### src/rtl/arith_pkg.sv
// Shared widths and FSM encoding for the divider / recombiner pair.
package arith_pkg;
  localparam int Q_W   = 16;
  localparam int B_W   = 8;
  localparam int P_W   = Q_W + B_W;
  localparam int CNT_W = $clog2(B_W);

  typedef enum logic [1:0] {
    IDLE = 2'd0,
    RUN  = 2'd1,
    DONE = 2'd2
  } state_t;
endpackage

### src/rtl/mul_add_step.sv
// One shift-add step: conditionally folds the shifted multiplicand into the accumulator.
module mul_add_step
  import arith_pkg::*;
(
  input  logic [P_W-1:0] acc,
  input  logic [P_W-1:0] mcand,
  input  logic           mplier_lsb,
  output logic [P_W-1:0] acc_next
);
  assign acc_next = acc + (mplier_lsb ? mcand : '0);
endmodule

### src/rtl/mul_add_16bit_seq.sv
// Sequential recombiner: product = q*b + r, one multiplier bit per cycle.
// state | meaning
// IDLE  | waiting for start
// RUN   | B_W shift-add cycles, busy high
// DONE  | single-cycle done pulse; start here is accepted back-to-back
module mul_add_16bit_seq
  import arith_pkg::*;
(
  input  logic           clk,
  input  logic           rst,
  input  logic           start,
  input  logic [Q_W-1:0] q_in,
  input  logic [B_W-1:0] b_in,
  input  logic [Q_W-1:0] r_in,
  output logic           busy,
  output logic           done,
  output logic [P_W-1:0] product
);
  state_t           state;
  logic [P_W-1:0]   acc;
  logic [P_W-1:0]   mcand;
  logic [B_W-1:0]   mplier;
  logic [CNT_W-1:0] cnt;
  logic [P_W-1:0]   acc_next;

  mul_add_step u_step (
    .acc        (acc),
    .mcand      (mcand),
    .mplier_lsb (mplier[0]),
    .acc_next   (acc_next)
  );

  always_ff @(posedge clk) begin
    if (rst) begin
      state   <= IDLE;
      busy    <= 1'b0;
      done    <= 1'b0;
      product <= '0;
      acc     <= '0;
      mcand   <= '0;
      mplier  <= '0;
      cnt     <= '0;
    end else begin
      done <= 1'b0;
      case (state)
        IDLE, DONE: begin
          if (start) begin
            acc    <= {{B_W{1'b0}}, r_in};
            mcand  <= {{B_W{1'b0}}, q_in};
            mplier <= b_in;
            cnt    <= '0;
            state  <= RUN;
            busy   <= 1'b1;
          end else begin
            state <= IDLE;
            busy  <= 1'b0;
          end
        end
        RUN: begin
          acc    <= acc_next;
          mcand  <= mcand << 1;
          mplier <= mplier >> 1;
          cnt    <= cnt + 1'b1;
          // the last step's sum goes straight to the output register
          if (cnt == CNT_W'(B_W - 1)) begin
            product <= acc_next;
            state   <= DONE;
            busy    <= 1'b0;
            done    <= 1'b1;
          end
        end
        default: begin
          state <= IDLE;
          busy  <= 1'b0;
        end
      endcase
    end
  end
endmodule

### config.mk
export PLATFORM = sky130hd
export DESIGN_NAME = mul_add_16bit_seq
export DESIGN_NICKNAME = d
export VERILOG_FILES = /design/src/rtl/arith_pkg.sv /design/src/rtl/mul_add_step.sv /design/src/rtl/mul_add_16bit_seq.sv
export SDC_FILE = /design/constraint.sdc
export NUM_CORES = 1
export LEC_CHECK = 0
export CORE_MARGIN = 8
export CORE_UTILIZATION = 50
export CTS_CLUSTER_SIZE = 24
export DETAILED_ROUTE_END_ITERATION = 7
export PLACE_DENSITY_LB_ADDON = 0.12
export SETUP_SLACK_MARGIN = 0.2
export SKIP_LAST_GASP = 1
export SLEW_MARGIN = 20
export SYNTH_ARGS = -nofsm -noshare
export SYNTH_HDL_FRONTEND = slang
export SYNTH_HIERARCHICAL = 1
export SYNTH_SLANG_ARGS = --single-unit
### constraint.sdc
create_clock -name clk -period 4.01 [get_ports clk]
set_clock_uncertainty 0.05 [all_clocks]
set_input_delay 0.802 -clock clk [delete_from_list [all_inputs] [get_ports clk]]
set_output_delay 0.802 -clock clk [all_outputs]
set_load 0.03 [all_outputs]
==> results.sh <==
export IMPL_status="finished clean"
export IMPL_netlist_area_sq_um=4710
export IMPL_finalWorstSetupSlack_ns=0.920
export IMPL_worst_ep_arrival_time_ns=3.33
export IMPL_hold_viol_final=0
export IMPL_die_w_um=113
export IMPL_core_sq_um=9200
export IMPL_io_pins=69
export IMPL_synth_edf_count=0
export IMPL_io_buffers=68
export IMPL_hold_ws_ns=0.406
export IMPL_cts_sinks=87
export IMPL_timing_final_crit_period_ns=3.09
export IMPL_setup_viol=0
export IMPL_die_area_sq_um=12800
export IMPL_synthArstFlopShare_pct=0
export IMPL_ys_ff_latch=87
export IMPL_yosys_top_cells_area="dfxtp_1 (37%), nand2_1 (7.6%), a21oi_1 (7.2%), ha_1 (6.6%), nor3_1 (6.4%)"
export IMPL_firstDrtPassIters=4
export IMPL_cts_buffers=9
export IMPL_grt_max_degree=77
export IMPL_p_clk_share_pct=34.0
export IMPL_cts_tree="done"
export IMPL_row_count=35
export IMPL_grt_overflow=0
export IMPL_p_per_area_nw_per_um2=347
export IMPL_ctsHoldBuffers=0
export IMPL_gr_usage_met1_pct=27.6
export IMPL_placed_cell_area_sq_um=5370
export IMPL_use_met3_pct=4.31
export IMPL_fin_area_sq_um=5610
export IMPL_fin_tns_setup_ns=0
export IMPL_ys_flop_type="dfxtp_1"
export IMPL_max_cap_violations=0
export IMPL_worstMarginPinSlew_ns=1.03
export IMPL_relSlewSlack_pct=30.9
export IMPL_post_cts_setup_buffer_count=0
export IMPL_antenna_cells=0
export IMPL_cts_resized=0
export IMPL_via_per_inst=5.90
export IMPL_leakage_nw=2.16
export IMPL_ant_nets=0
export IMPL_netlist_area_leader_share_pct=37.0
export IMPL_initial_utilization_pct=51.2
export IMPL_drt_wl_total_um=12500
export IMPL_rsz0062_at_grt="no"
export IMPL_synth_largest_area_cell="dfxtp_1"
export IMPL_drt_iter0_drc=225
export IMPL_synth_cell_type_count=51
export IMPL_required_ns=4.25
export IMPL_finalMaxSlewViolations=0
export IMPL_drive_above_1_share_pct=5.88
export IMPL_path_clk_slew_ns=0.10
export IMPL_switching_share_pct=29.1
export IMPL_drc=0
export IMPL_pwr_share_comb_pct=17.4
export IMPL_ir_drop_uv=162
export IMPL_grt_pass1_wl_um=21100
export IMPL_placed_cells=740
export IMPL_min_period_over_period_pct=77.1
export IMPL_area_growth_synth_to_final_pct=19.1
export IMPL_cp_cell_sequence="and2_1, ha_1, fa_1, a211oi_1, o21a_2, nor3_4, nand3_2, a221o_1, xnor2_1, nand2_1, a21oi_1"
export IMPL_final_cells=757
export IMPL_grt_busiest_layer="met2"
export IMPL_dpl_worst_slack_ns=0.970
export IMPL_root_buffer="clkbuf_8"
export IMPL_worst_path_max_delay_cell="dfxtp_1"
export IMPL_slowest_delay_ns=0.72
export IMPL_cts_htree_levels=3
export IMPL_synth_nets=669
export IMPL_cts_buffer_depth=2
export IMPL_yosysWarnings=6
export IMPL_grt_pass1_vias=4296
export IMPL_power_switching_uw=565
export IMPL_place_gp_congestion=0.899
export IMPL_die_height_um=113
export IMPL_avgSynthCellArea_sq_um=7.85
export IMPL_crit_fanout=25
export IMPL_finalNetCount=710
export IMPL_end_kind="register"
export IMPL_crit_type="reg -> reg"
export IMPL_dpl_hpwl_um=8900
export IMPL_num_vias=4470
export IMPL_hold_class="reg -> reg"
export IMPL_antenna_found_initial=0
export IMPL_wl_per_cell_um=16.6
export IMPL_intPower_mw=1.38
export IMPL_grt_met2_usage_pct=29.2
export IMPL_start_kind="register"
export IMPL_final_util_pct=61.0
export IMPL_fmax_ghz=0.324
export IMPL_total_power_mw=1.94
export IMPL_yosysSeqAreaShare_pct=37.0
export IMPL_synth_cells=600
export IMPL_grt_util_all_layers_pct=20.0
export IMPL_seq_power_share_pct=48.7
export IMPL_clk_latency_ns=0.37
[synthesized netlist by cell type (2+ instances only)]
master	instances
and3b_1	2
ha_1	25
buf_2	24
a2111oi_2	2
a21oi_1	68
o21a_1	3
inv_1	8
clkbuf_1	15
a211oi_1	2
nand2b_1	6
nand3b_1	2
nand2_1	95
xnor2_1	12
nand4_1	3
nor3_1	60
a21o_1	7
mux2i_1	2
and3_1	3
xor2_1	9
buf_4	3
and2_1	23
o21ai_0	6
buf_1	3
nand3_1	26
and4_1	3
a311oi_1	9
nor2b_1	2
o21ai_1	8
a31oi_1	6
o22ai_1	30
nor2_1	27
dfxtp_1	87
[registers in the layout, indices dropped and copies added (netlist names)]
signal / count
acc: 24
busy: 1
cnt: 3
done: 1
mcand: 24
mplier: 8
product: 24
state: 2
[placed cells by master (no fill, tap or decap), types with 8 or more instances in the layout]
cell / n
xor2_1: 9
clkbuf_8: 11
nand3_1: 26
a21oi_1: 68
clkdlybuf4s50_1: 67
nor2_1: 27
and2_1: 23
nor3_1: 60
inv_1: 8
o21ai_1: 8
xnor2_1: 12
ha_1: 25
o22ai_1: 30
nand2_1: 95
dfxtp_1: 87
a311oi_1: 9
[logic make-up after synthesis]
group | count (synthesis) | share of synthesized area, %
AND/OR/NAND/NOR | 257 | 26.0
AO/OA/AOI/OAI | 154 | 20.5
flip-flops | 87 | 37.0
buffers and inverters | 53 | 5.10
adder cells (fa/ha/maj) | 26 | 7.07
XOR/XNOR | 21 | 3.91
multiplexers | 2 | 0.425
[routing by layer]
layer	part of all wire, %	routed length [um]
met1	49	6160
met2	43	5400
met3	5.7	716
met4	2.1	265
met5	0	0
[critical path: cells and delay by family, from the launching register on]
| kind | cells | cell delay (ns) |
|---|---|---|
| XOR/XNOR | 1 | 0.19 |
| AO/OA/AOI/OAI | 4 | 0.86 |
| AND/OR/NAND/NOR | 4 | 0.71 |
| adder cells (fa/ha/maj) | 2 | 0.49 |
| flip-flops | 1 | 0.72 |
[power groups by stage]
| stage | clock [mW] | sequential, mW | combinational, mW |
|---|---|---|---|
| final | 0.660 | 0.946 | 0.338 |
| after global routing | 0.708 | 0.954 | 0.370 |
| after CTS | 0.670 | 0.946 | 0.331 |
| after detailed placement | 0 | 0.965 | 0.329 |
| after global placement | 0 | 0.963 | 0.325 |
| after floorplan | 0 | 0.952 | 0.237 |
[final timing paths]
check	start	to	slack, ns	depth (start not counted)
worst max-delay path	mplier[0]	product[16]	0.92	11
worst min-delay path	product[5]	product[5]	0.41	2
worst max register to register	mplier[0]	product[16]	0.92	11
worst min register to register	product[5]	product[5]	0.41	2
[cell type report]
class,count,area [sq um]
sequential,87,1740
clock buffer,11,151
fill,868,3590
clock inverter,5,63.8
multi-input combinational,460,2740
tap,111,139
inverter,8,30.0
timing repair buffer,75,741
Power figures use the tool's default switching activity.
